$ cat config.mk
export PLATFORM = sky130hd
export DESIGN_NAME = sync_fifo_flat
export DESIGN_NICKNAME = d
export VERILOG_FILES = /design/src/rtl/sync_fifo_if.sv /design/src/rtl/sync_fifo.sv /design/src/flat_wrapper.sv
export SDC_FILE = /design/constraint.sdc
export NUM_CORES = 1
export LEC_CHECK = 0
export BUFFER_PORTS_ARGS = -buffer_cell sky130_fd_sc_hd__buf_2
export CAP_MARGIN = 30
export CORE_MARGIN = 2
export CORE_UTILIZATION = 36
export CTS_BUF_LIST = sky130_fd_sc_hd__clkbuf_4 sky130_fd_sc_hd__clkbuf_8
export DETAILED_ROUTE_END_ITERATION = 12
export MAX_ROUTING_LAYER = met4
export SYNTH_ARGS = -nofsm -noshare
export SYNTH_HDL_FRONTEND = slang
export SYNTH_SLANG_ARGS = --single-unit
$ cat constraint.sdc
create_clock -name clk -period 3.45 [get_ports clk]
set_input_delay 0.345 -clock clk [delete_from_list [all_inputs] [get_ports clk]]
set_output_delay 0.345 -clock clk [all_outputs]
set_load 0.1 [all_outputs]
$ cat src/rtl/sync_fifo_if.sv
// sync_fifo_if: write/read handshake, flags and occupancy of sync_fifo.
// FIFO_ERR_FLAGS_EN adds the overflow/underflow error pulses.
interface sync_fifo_if #(
   parameter int DATA_WIDTH = 8,
   parameter int ADDR_WIDTH = 4
);
   logic                  wr_en;
   logic [DATA_WIDTH-1:0] wr_data;
   logic                  full;
   logic                  rd_en;
   logic [DATA_WIDTH-1:0] rd_data;
   logic                  empty;
   logic [ADDR_WIDTH:0]   count;
`ifdef FIFO_ERR_FLAGS_EN
   logic                  overflow;
   logic                  underflow;
`endif

   modport master (
      output wr_en, wr_data, rd_en,
      input  full, rd_data, empty, count
`ifdef FIFO_ERR_FLAGS_EN
      , input overflow, underflow
`endif
   );

   modport slave (
      input  wr_en, wr_data, rd_en,
      output full, rd_data, empty, count
`ifdef FIFO_ERR_FLAGS_EN
      , output overflow, underflow
`endif
   );
endinterface

$ cat src/rtl/sync_fifo.sv
// sync_fifo: single-clock FIFO of 2^ADDR_WIDTH words with registered read data.
// Define FIFO_ERR_FLAGS_EN to add registered overflow/underflow pulses.
module sync_fifo #(
   parameter int DATA_WIDTH = 8,
   parameter int ADDR_WIDTH = 4
) (
   input logic      clk,
   input logic      rst_n,
   sync_fifo_if.slave bus
);
   localparam int DEPTH = 1 << ADDR_WIDTH;

   logic [DATA_WIDTH-1:0] r_mem [DEPTH];
   logic [ADDR_WIDTH:0]   r_wr_ptr;
   logic [ADDR_WIDTH:0]   r_rd_ptr;
   logic [DATA_WIDTH-1:0] r_rd_data;
   logic                  w_full;
   logic                  w_empty;
   logic                  w_wr_acc;
   logic                  w_rd_acc;

   // Extra wrap bit distinguishes full from empty when the indices match.
   assign w_empty  = r_wr_ptr == r_rd_ptr;
   assign w_full   = (r_wr_ptr[ADDR_WIDTH] != r_rd_ptr[ADDR_WIDTH]) &&
                     (r_wr_ptr[ADDR_WIDTH-1:0] == r_rd_ptr[ADDR_WIDTH-1:0]);
   assign w_wr_acc = bus.wr_en & ~w_full;
   assign w_rd_acc = bus.rd_en & ~w_empty;

   assign bus.full    = w_full;
   assign bus.empty   = w_empty;
   assign bus.count   = r_wr_ptr - r_rd_ptr;
   assign bus.rd_data = r_rd_data;

   always_ff @(posedge clk)
      if (w_wr_acc) r_mem[r_wr_ptr[ADDR_WIDTH-1:0]] <= bus.wr_data;

   always_ff @(posedge clk or negedge rst_n)
      if (!rst_n) begin
         r_wr_ptr  <= '0;
         r_rd_ptr  <= '0;
         r_rd_data <= '0;
      end else begin
         if (w_wr_acc) r_wr_ptr <= r_wr_ptr + (ADDR_WIDTH+1)'(1);
         if (w_rd_acc) begin
            r_rd_data <= r_mem[r_rd_ptr[ADDR_WIDTH-1:0]];
            r_rd_ptr  <= r_rd_ptr + (ADDR_WIDTH+1)'(1);
         end
      end

`ifdef FIFO_ERR_FLAGS_EN
   logic r_overflow;
   logic r_underflow;

   always_ff @(posedge clk or negedge rst_n)
      if (!rst_n) begin
         r_overflow  <= 1'b0;
         r_underflow <= 1'b0;
      end else begin
         r_overflow  <= bus.wr_en & w_full;
         r_underflow <= bus.rd_en & w_empty;
      end

   assign bus.overflow  = r_overflow;
   assign bus.underflow = r_underflow;
`endif
endmodule

$ cat src/flat_wrapper.sv
// flat-port wrapper written by rule: the top's interface ports become plain ports
module sync_fifo_flat 
#(
   parameter int DATA_WIDTH = 8,
   parameter int ADDR_WIDTH = 4
)
  (clk, rst_n, bus_wr_en, bus_wr_data, bus_rd_en, bus_full, bus_rd_data, bus_empty, bus_count);
  sync_fifo_if #(.DATA_WIDTH(DATA_WIDTH), .ADDR_WIDTH(ADDR_WIDTH)) bus_i ();
  input logic clk;
  input logic rst_n;
  input wire logic [$bits(bus_i.wr_en)-1:0] bus_wr_en;
  input wire logic [$bits(bus_i.wr_data)-1:0] bus_wr_data;
  input wire logic [$bits(bus_i.rd_en)-1:0] bus_rd_en;
  output wire logic [$bits(bus_i.full)-1:0] bus_full;
  output wire logic [$bits(bus_i.rd_data)-1:0] bus_rd_data;
  output wire logic [$bits(bus_i.empty)-1:0] bus_empty;
  output wire logic [$bits(bus_i.count)-1:0] bus_count;
  assign bus_i.wr_en = bus_wr_en;
  assign bus_i.wr_data = bus_wr_data;
  assign bus_i.rd_en = bus_rd_en;
  assign bus_full = bus_i.full;
  assign bus_rd_data = bus_i.rd_data;
  assign bus_empty = bus_i.empty;
  assign bus_count = bus_i.count;
  sync_fifo #(.DATA_WIDTH(DATA_WIDTH), .ADDR_WIDTH(ADDR_WIDTH)) u_core (.clk(clk), .rst_n(rst_n), .bus(bus_i));
endmodule
## After elaboration in Yosys (flattened, before gate mapping)

Memories as Yosys holds them, arrays and structs flattened. A register that Yosys moved wholly into a read port is not among the register bits.
Cells that the tools add are included.

- $add $sub $neg: 3
- Equality and inequality tests: 3
- Mux-type cells: 2
- Bitwise gates (word level): 4
- Reductions and logical operators: 2

Operators by type and width:

| operator | number |
|---|---|
| $add A5 B1 Y5 const B | 2 |
| $eq A5 B5 Y1 | 1 |
| $sub A5 B5 Y5 | 1 |
| $eq A4 B4 Y1 | 1 |
| $and A1 B1 Y1 | 2 |
| $mux W1 | 2 |
| $not A1 Y1 | 2 |
| $logic_and A1 B1 Y1 | 1 |
| $logic_not A1 Y1 | 1 |
| $ne A1 B1 Y1 | 1 |

- Flip-flop bits (word level): 10
- Bits in writable memories: 128
- Input port bits: 12
- Output and inout port bits: 15
- Memories kept: 1

Memories:

| memory | depth | width | read ports | clocked after memory_dff | wr ports | RTL line | text |
|---|---|---|---|---|---|---|---|
| u_core.r_mem | 16 | 8 | 1 | 1 | 1 | sync_fifo.sv:13 | `logic [DATA_WIDTH-1:0] r_mem [DEPTH];` |

## Depth between registers and ports, before layout

Gate-level depths: netlist of the first run.

- Depth in word-level cells: 6
- Mapped depth: 10
- Depth with buffers taken out: 7

## Worst setup path after synthesis of the first run

No wires, ideal clock.

- Kind: reg2out
- Start: register u_core.r_rd_ptr[1]
- End: output bus_count[3]
- Arrival: 2.946 ns
- Required time: 3.105 ns
- Path slack: 0.159 ns
- Stages on the path, launching flop included: 9
- Buffers on the path: 3
- Path through: dfrtp_1 > buf_6 > buf_6 > buf_4 > inv_1 > ha_1 > a21o_1 > a21oi_1 > xnor2_1

- Longest elaborated chain between the ends: 1

Ends and longest elaborated chain:

| item | RTL line | text |
|---|---|---|
| start: declaration | sync_fifo.sv:15 | `logic [ADDR_WIDTH:0] r_rd_ptr;` |
| start signal: assignment | sync_fifo.sv:46 | `r_rd_ptr <= r_rd_ptr + (ADDR_WIDTH+1)'(1);` |
| $sub A5 B5 Y5 | sync_fifo.sv:31 | `assign bus.count = r_wr_ptr - r_rd_ptr;` |
| end: declaration | flat_wrapper.sv:17 | `output wire logic [$bits(bus_i.count)-1:0] bus_count;` |

No other way between the ends.

## Worst setup path in the final report of the first run

- Start: register u_core.r_wr_ptr[0]
- End: output bus_count[4]

- Longest elaborated chain between the ends: 1

Ends and longest elaborated chain:

| item | RTL line | text |
|---|---|---|
| start: declaration | sync_fifo.sv:14 | `logic [ADDR_WIDTH:0] r_wr_ptr;` |
| start signal: assignment | sync_fifo.sv:43 | `if (w_wr_acc) r_wr_ptr <= r_wr_ptr + (ADDR_WIDTH+1)'(1);` |
| $sub A5 B5 Y5 | sync_fifo.sv:31 |  |

No other way between the ends.

==> results of run 1 <==
## metal layers
metal | GRT usage, % | vias up | wire length (um)
met5 | - | - | 0
met4 | 5.98 | 0 | 260
met3 | 3.34 | 21 | 669
met2 | 21.6 | 85 | 5550
met1 | 19.6 | 1538 | 5310
li1 | - | 1397 | -
## state kept, by name (all words and copies together), names as in the netlist
register            flops
u_core.r_mem          128
u_core.bus.rd_data      8
u_core.r_rd_ptr         5
u_core.r_wr_ptr         5
## per-stage QoR
| step | area (sq um) | cells |
|---|---|---|
| 2_1_floorplan | 5890 | 336 |
| 3_3_place_gp | 6270 | 575 |
| 3_5_place_dp | 6270 | 575 |
| 4_1_cts | 6620 | 607 |
| 5_1_grt | 6620 | 607 |
| 6_report | 6620 | 607 |
## final cells by class
class                      count  area share, %
multi-input combinational    165           21.7
clock buffer                  25           4.63
inverter                       8          0.454
sequential                   146           64.9
clock inverter                 6          0.510
timing repair buffer          41           3.71
tap                          216           4.08
## worst max-delay path, stage by stage, from the launching register on
cell     delay [ns]
dfrtp_1        0.43
inv_1          0.16
ha_1           0.17
inv_1          0.06
fa_1           0.41
a21o_1         0.17
a21oi_1        0.18
xnor2_1        0.13
buf_2          0.44
## cells in the mapped netlist
library cell	instances
nand2_1	8
dfrtp_1	18
buf_6	5
a22oi_1	8
nor3_1	4
o22ai_1	16
mux2i_1	32
nor2b_1	1
clkbuf_1	2
a21o_1	2
nand3_1	1
ha_1	9
a31oi_1	8
xor2_1	3
fa_1	1
xnor2_1	10
buf_2	6
buf_1	1
mux4_1	2
nor2_1	30
edfxtp_1	128
nand3b_1	2
buf_12	1
buf_4	2
o21a_1	2
a21oi_1	2
mux4_2	14
nand2b_1	2
o21ai_0	2
inv_1	8
or3b_1	1
nand4_1	5
## repair_timing
| item | CTS | global route |
|---|---|---|
| hold buffers | 1 | 0 |
| buffers inserted | 0 | 0 |
| endpoints found under the hold margin | 18 | 0 |
## cell families (layout without fill, tap and decap cells)
family,after synthesis,count (layout)
DFF,146,146
and+or+nand+nor,54,54
muxes,48,48
AOI/OAI and AO/OA,40,40
buffers and inverters,25,80
xor gates and xnor gates,13,13
adders and majority gates,10,10
## worst paths after layout
check                                             end               start  slack [ns]  cells past startpoint
max in group asynchronous          u_core.r_rd_ptr[1]               rst_n        2.76                      2
worst max register to register     u_core.r_mem[8][0]  u_core.r_rd_ptr[3]        0.86                      6
min in group asynchronous       u_core.bus.rd_data[2]               rst_n        0.37                      2
worst min register to register     u_core.r_wr_ptr[4]  u_core.r_wr_ptr[4]        0.53                      1
worst min-delay path              u_core.r_mem[11][0]      bus_wr_data[0]        0.34                      1
worst max-delay path                     bus_count[4]  u_core.r_wr_ptr[0]        0.54                      8
## placed cells by master, fill, tap and decap left out, types with 3 or more instances in the layout
master / count
edfxtp_1: 128
mux2i_1: 32
nor2_1: 30
buf_2: 26
clkbuf_8: 19
dfrtp_1: 17
o22ai_1: 16
mux4_2: 14
buf_4: 14
xnor2_1: 10
ha_1: 9
inv_1: 8
nand2_1: 8
a22oi_1: 8
a31oi_1: 8
clkbuf_4: 6
nand4_1: 5
nor3_1: 4
xor2_1: 3
clkinv_2: 3
==> out/qor.yml, run 1 <==
critPathRequiredTime_ns: 3.11
min_period_ns: 2.91
status: "complete, no violations"
hold_viol: 0
clkSinkCount: 146
core.rowCount: 46
num_antenna_cells: 0
groute.usage.overall_pct: 14.6
max_freq_mhz: 343
hold_slack_ns: 0.344
ys_ff_latch: 146
die_w_um: 132
yosysTopAreaCellShare_pct: 65.2
core_sq_mm: 0.0159
synth-compound-area-share_pct: 4.42
wl_per_cell_um: 19.4
syn_area_sq_mm: 0.00589
portBuffers: 26
cts_max_level: 4
grt_max_degree: 51
globalplace.congestion: 0.798
yosysWarnings: 0
relSlewSlack_pct: 39.0
worstSetupStartpointType: "flop"
synth.area.mux_share_pct: 11.7
dp_hpwl_um: 7660
cp-end-kind: "output pin"
fill_cells: 1441
synth_top_family_by_area: "multiplexers"
vias: 3041
clock_latency_ns: 0.42
worstHoldPathType: "in2reg"
cp.arrival_ns: 2.57
synth_area_leaders: "edfxtp_1 65%, dfrtp_1 7.6%, mux2i_1 5.4%"
yosysTopAreaCell: "edfxtp_1"
ys_seq_area_share_pct: 72.9
grt_pass1_wl_um: 18100
synth_fa_ha_area_share_pct: 2.25
cp_max_fo: 4
antenna_found_initial: 0
cts-resized-gates: 0
syn_inst: 336
design.final.nets: 401
synthSimpleGateAreaFrac_pct: 4.10
tightest_slew_ns: 0.916
cap_violations: 0
syn_area_per_cell_sq_um: 17.5
worst_slack_ns: 0.539
cts_buffer_depth: 2
finalSetupViolCount: 0
routed_via_density: 5.01
drc: 0
register_area_sq_mm: 0.00430
crit_type: "reg2out"
gr-total-overflow: 0
maxSlewViolCount: 0
dr.pass1.iters: 4
ioPinCount: 27
fin_crit_sh_pct: 84.4
postLayoutCoreUtil_pct: 41.5
rsz0062_at_grt: "no"
initial_core_util_pct: 37.0
area_delta_synth_final_pct: 12.3
drt_iter0_markers: 282
multi_input_area_sq_mm: 0.00144
synth_xor_area_share_pct: 1.93
die_area_sq_mm: 0.0174
wl_um: 11800
clock-skew-final_ns: 0.00866
grt_pass1_vias: 3017
die_height_um: 132
synth_fp_nets: 358
clkTransAtPathRegs_ns: 0.07
setup_tns_ns: 0
cts_buffers: 17
yosysUniqueCellTypes: 32
root_buffer: "clkbuf_8"
ant_nets: 0
cts_tree: "built"
drive_gt1_share_pct: 21.7
dp_slack_ns: 0.901
Power of run 1 is not shown: default switching activity piles up to over one toggle a cycle in this logic, so the estimate is an artifact.
==> inputs of run 2 (changes only) <==
==> constraint.sdc (replaced) <==
create_clock -name clk -period 2.9 [get_ports clk]
set_input_delay 0.29 -clock clk [delete_from_list [all_inputs] [get_ports clk]]
set_output_delay 0.29 -clock clk [all_outputs]
set_load 0.1 [all_outputs]
==> out/qor.yml, run 2 (synthesis results as in run 1) <==
status: "complete, no violations"  # unchanged
cts-resized-gates: 0  # unchanged
fin_crit_sh_pct: 93.7
cts_setup_buffers: 0  # unchanged
grt_pass1_wl_um: 18600  # was 18100 um
grt_max_degree: 31  # was 51
hold_slack_ns: 0.267  # was 0.344 ns
r2r-start: "u_core.r_rd_ptr[3]"  # unchanged
postLayoutCoreUtil_pct: 42.4  # was 41.5%
die_w_um: 132  # unchanged
worstSetupStartpointType: "flop"  # unchanged
max_freq_mhz: 368
tightest_slew_ns: 0.738  # was 0.916 ns
crit_type: "reg2out"  # unchanged
worstHoldPathType: "in2reg"  # unchanged
finalSetupViolCount: 0  # unchanged
crit_start: "u_core.r_wr_ptr[0]"  # unchanged
dr.pass1.iters: 4  # unchanged
vias: 3034  # was 3041
gr-total-overflow: 0  # unchanged
routed_via_density: 4.96  # was 5.01
clock-skew-final_ns: 0.0127  # was 0.00866 ns
met1_usage_pct: 20.1  # was 19.6%
antenna_found_initial: 0  # unchanged
grt_pass1_vias: 3160  # was 3017
hold_start: "bus_wr_data[2]"  # was bus_wr_data[0]
cts_buffers: 17  # unchanged
cp_max_fo: 4  # unchanged
area_delta_synth_final_pct: 14.7  # was 12.3%
cts_buffer_depth: 2  # unchanged
ioPinCount: 27  # unchanged
relSlewSlack_pct: 50.7  # was 39.0%
rsz0062_at_grt: "no"  # unchanged
layout_common_cells: "128 x edfxtp_1, 32 x mux2i_1, 30 x nor2_1"  # unchanged
hold_buffers: 1  # unchanged
drt_iter0_markers: 322  # was 282
min_period_ns: 2.72
root_buffer: "clkbuf_8"  # unchanged
grtUsageMet2_pct: 22.3  # was 21.6%
cap_violations: 0  # unchanged
initial_core_util_pct: 37.0  # unchanged
design.final.nets: 405  # was 401
instances_no_fill: 612  # was 607
setup_tns_ns: 0  # unchanged
fill_cells: 1414  # was 1441
wl_per_cell_um: 19.2  # was 19.4 um
core.rowCount: 46  # unchanged
wl_um: 11800  # about the same
cp.arrival_ns: 2.43  # was 2.57 ns
core_sq_mm: 0.0159  # unchanged
groute.usage.overall_pct: 14.9  # was 14.6%
dp_hpwl_um: 7670  # was 7660 um
die_height_um: 132  # unchanged
cp-end-kind: "output pin"  # unchanged
num_antenna_cells: 0  # unchanged
maxSlewViolCount: 0  # unchanged
cts_tree: "built"  # unchanged
drive_gt1_share_pct: 23.5  # was 21.7%
clkSinkCount: 146  # unchanged
grt_busiest_layer: "met2"  # unchanged
gr-usage-met3_pct: 3.08  # was 3.34%
largest_reg_flops: 128  # unchanged
globalplace.congestion: 0.801  # was 0.798
critPathRequiredTime_ns: 2.61  # was 3.11 ns
final_common_cell: "edfxtp_1"  # unchanged
drc: 0  # unchanged
portBuffers: 26  # unchanged
die_area_sq_mm: 0.0174  # unchanged
clock_latency_ns: 0.42  # about the same
post-place-cells: 579  # was 575
clkTransAtPathRegs_ns: 0.08  # was 0.07 ns
ant_nets: 0  # unchanged
cts_max_level: 4  # unchanged
hold_viol: 0  # unchanged
-- run 2: layout make-up --
type / instances / area [sq um] / share of cell area [%]
clock buffer: 20 / 256 / 3.80
clock inverter: 12 / 156 / 2.31
inverter: 8 / 30.0 / 0.444
multi-input combinational: 165 / 1460 / 21.6
sequential: 146 / 4300 / 63.6
tap: 216 / 270 / 4.00
timing repair buffer: 45 / 290 / 4.30
-- run 2: layer usage --
| layer | up-vias | share of wire, % |
|---|---|---|
| li1 | 1406 | - |
| met5 | - | 0 |
| met1 | 1551 | 48 |
| met4 | 0 | 1.5 |
| met3 | 8 | 3.9 |
| met2 | 69 | 46 |
-- run 2: final timing paths --
kind                                              end  slack, ns  depth (start not counted)
worst max-delay path                     bus_count[4]       0.18                          8
worst min-delay path               u_core.r_mem[6][2]       0.27                          1
worst max register to register    u_core.r_mem[15][0]       0.56                          6
worst min register to register     u_core.r_rd_ptr[4]       0.54                          1
max in group asynchronous          u_core.r_rd_ptr[1]       2.25                          2
min in group asynchronous       u_core.bus.rd_data[6]       0.33                          2
-- run 2: metrics by stage --
stage | cell area (sq um) | setup WS, ns
finish | 6760 | 0.181
global route | 6760 | 0.0258
CTS | 6760 | 0.149
detailed placement | 6330 | 0.552
global placement | 6330 | 0.584
floorplan | 5920 | -0.0297
-- run 2: worst max-delay path, cell delays in order (launching register included) --
cell and delay (ns):
dfrtp_1 0.42, inv_1 0.16, ha_1 0.17, inv_1 0.06, fa_1 0.43, a21o_1 0.19, a21oi_1 0.22, xnor2_2 0.16
buf_12 0.20
Power of run 2 is left out for the same reason.
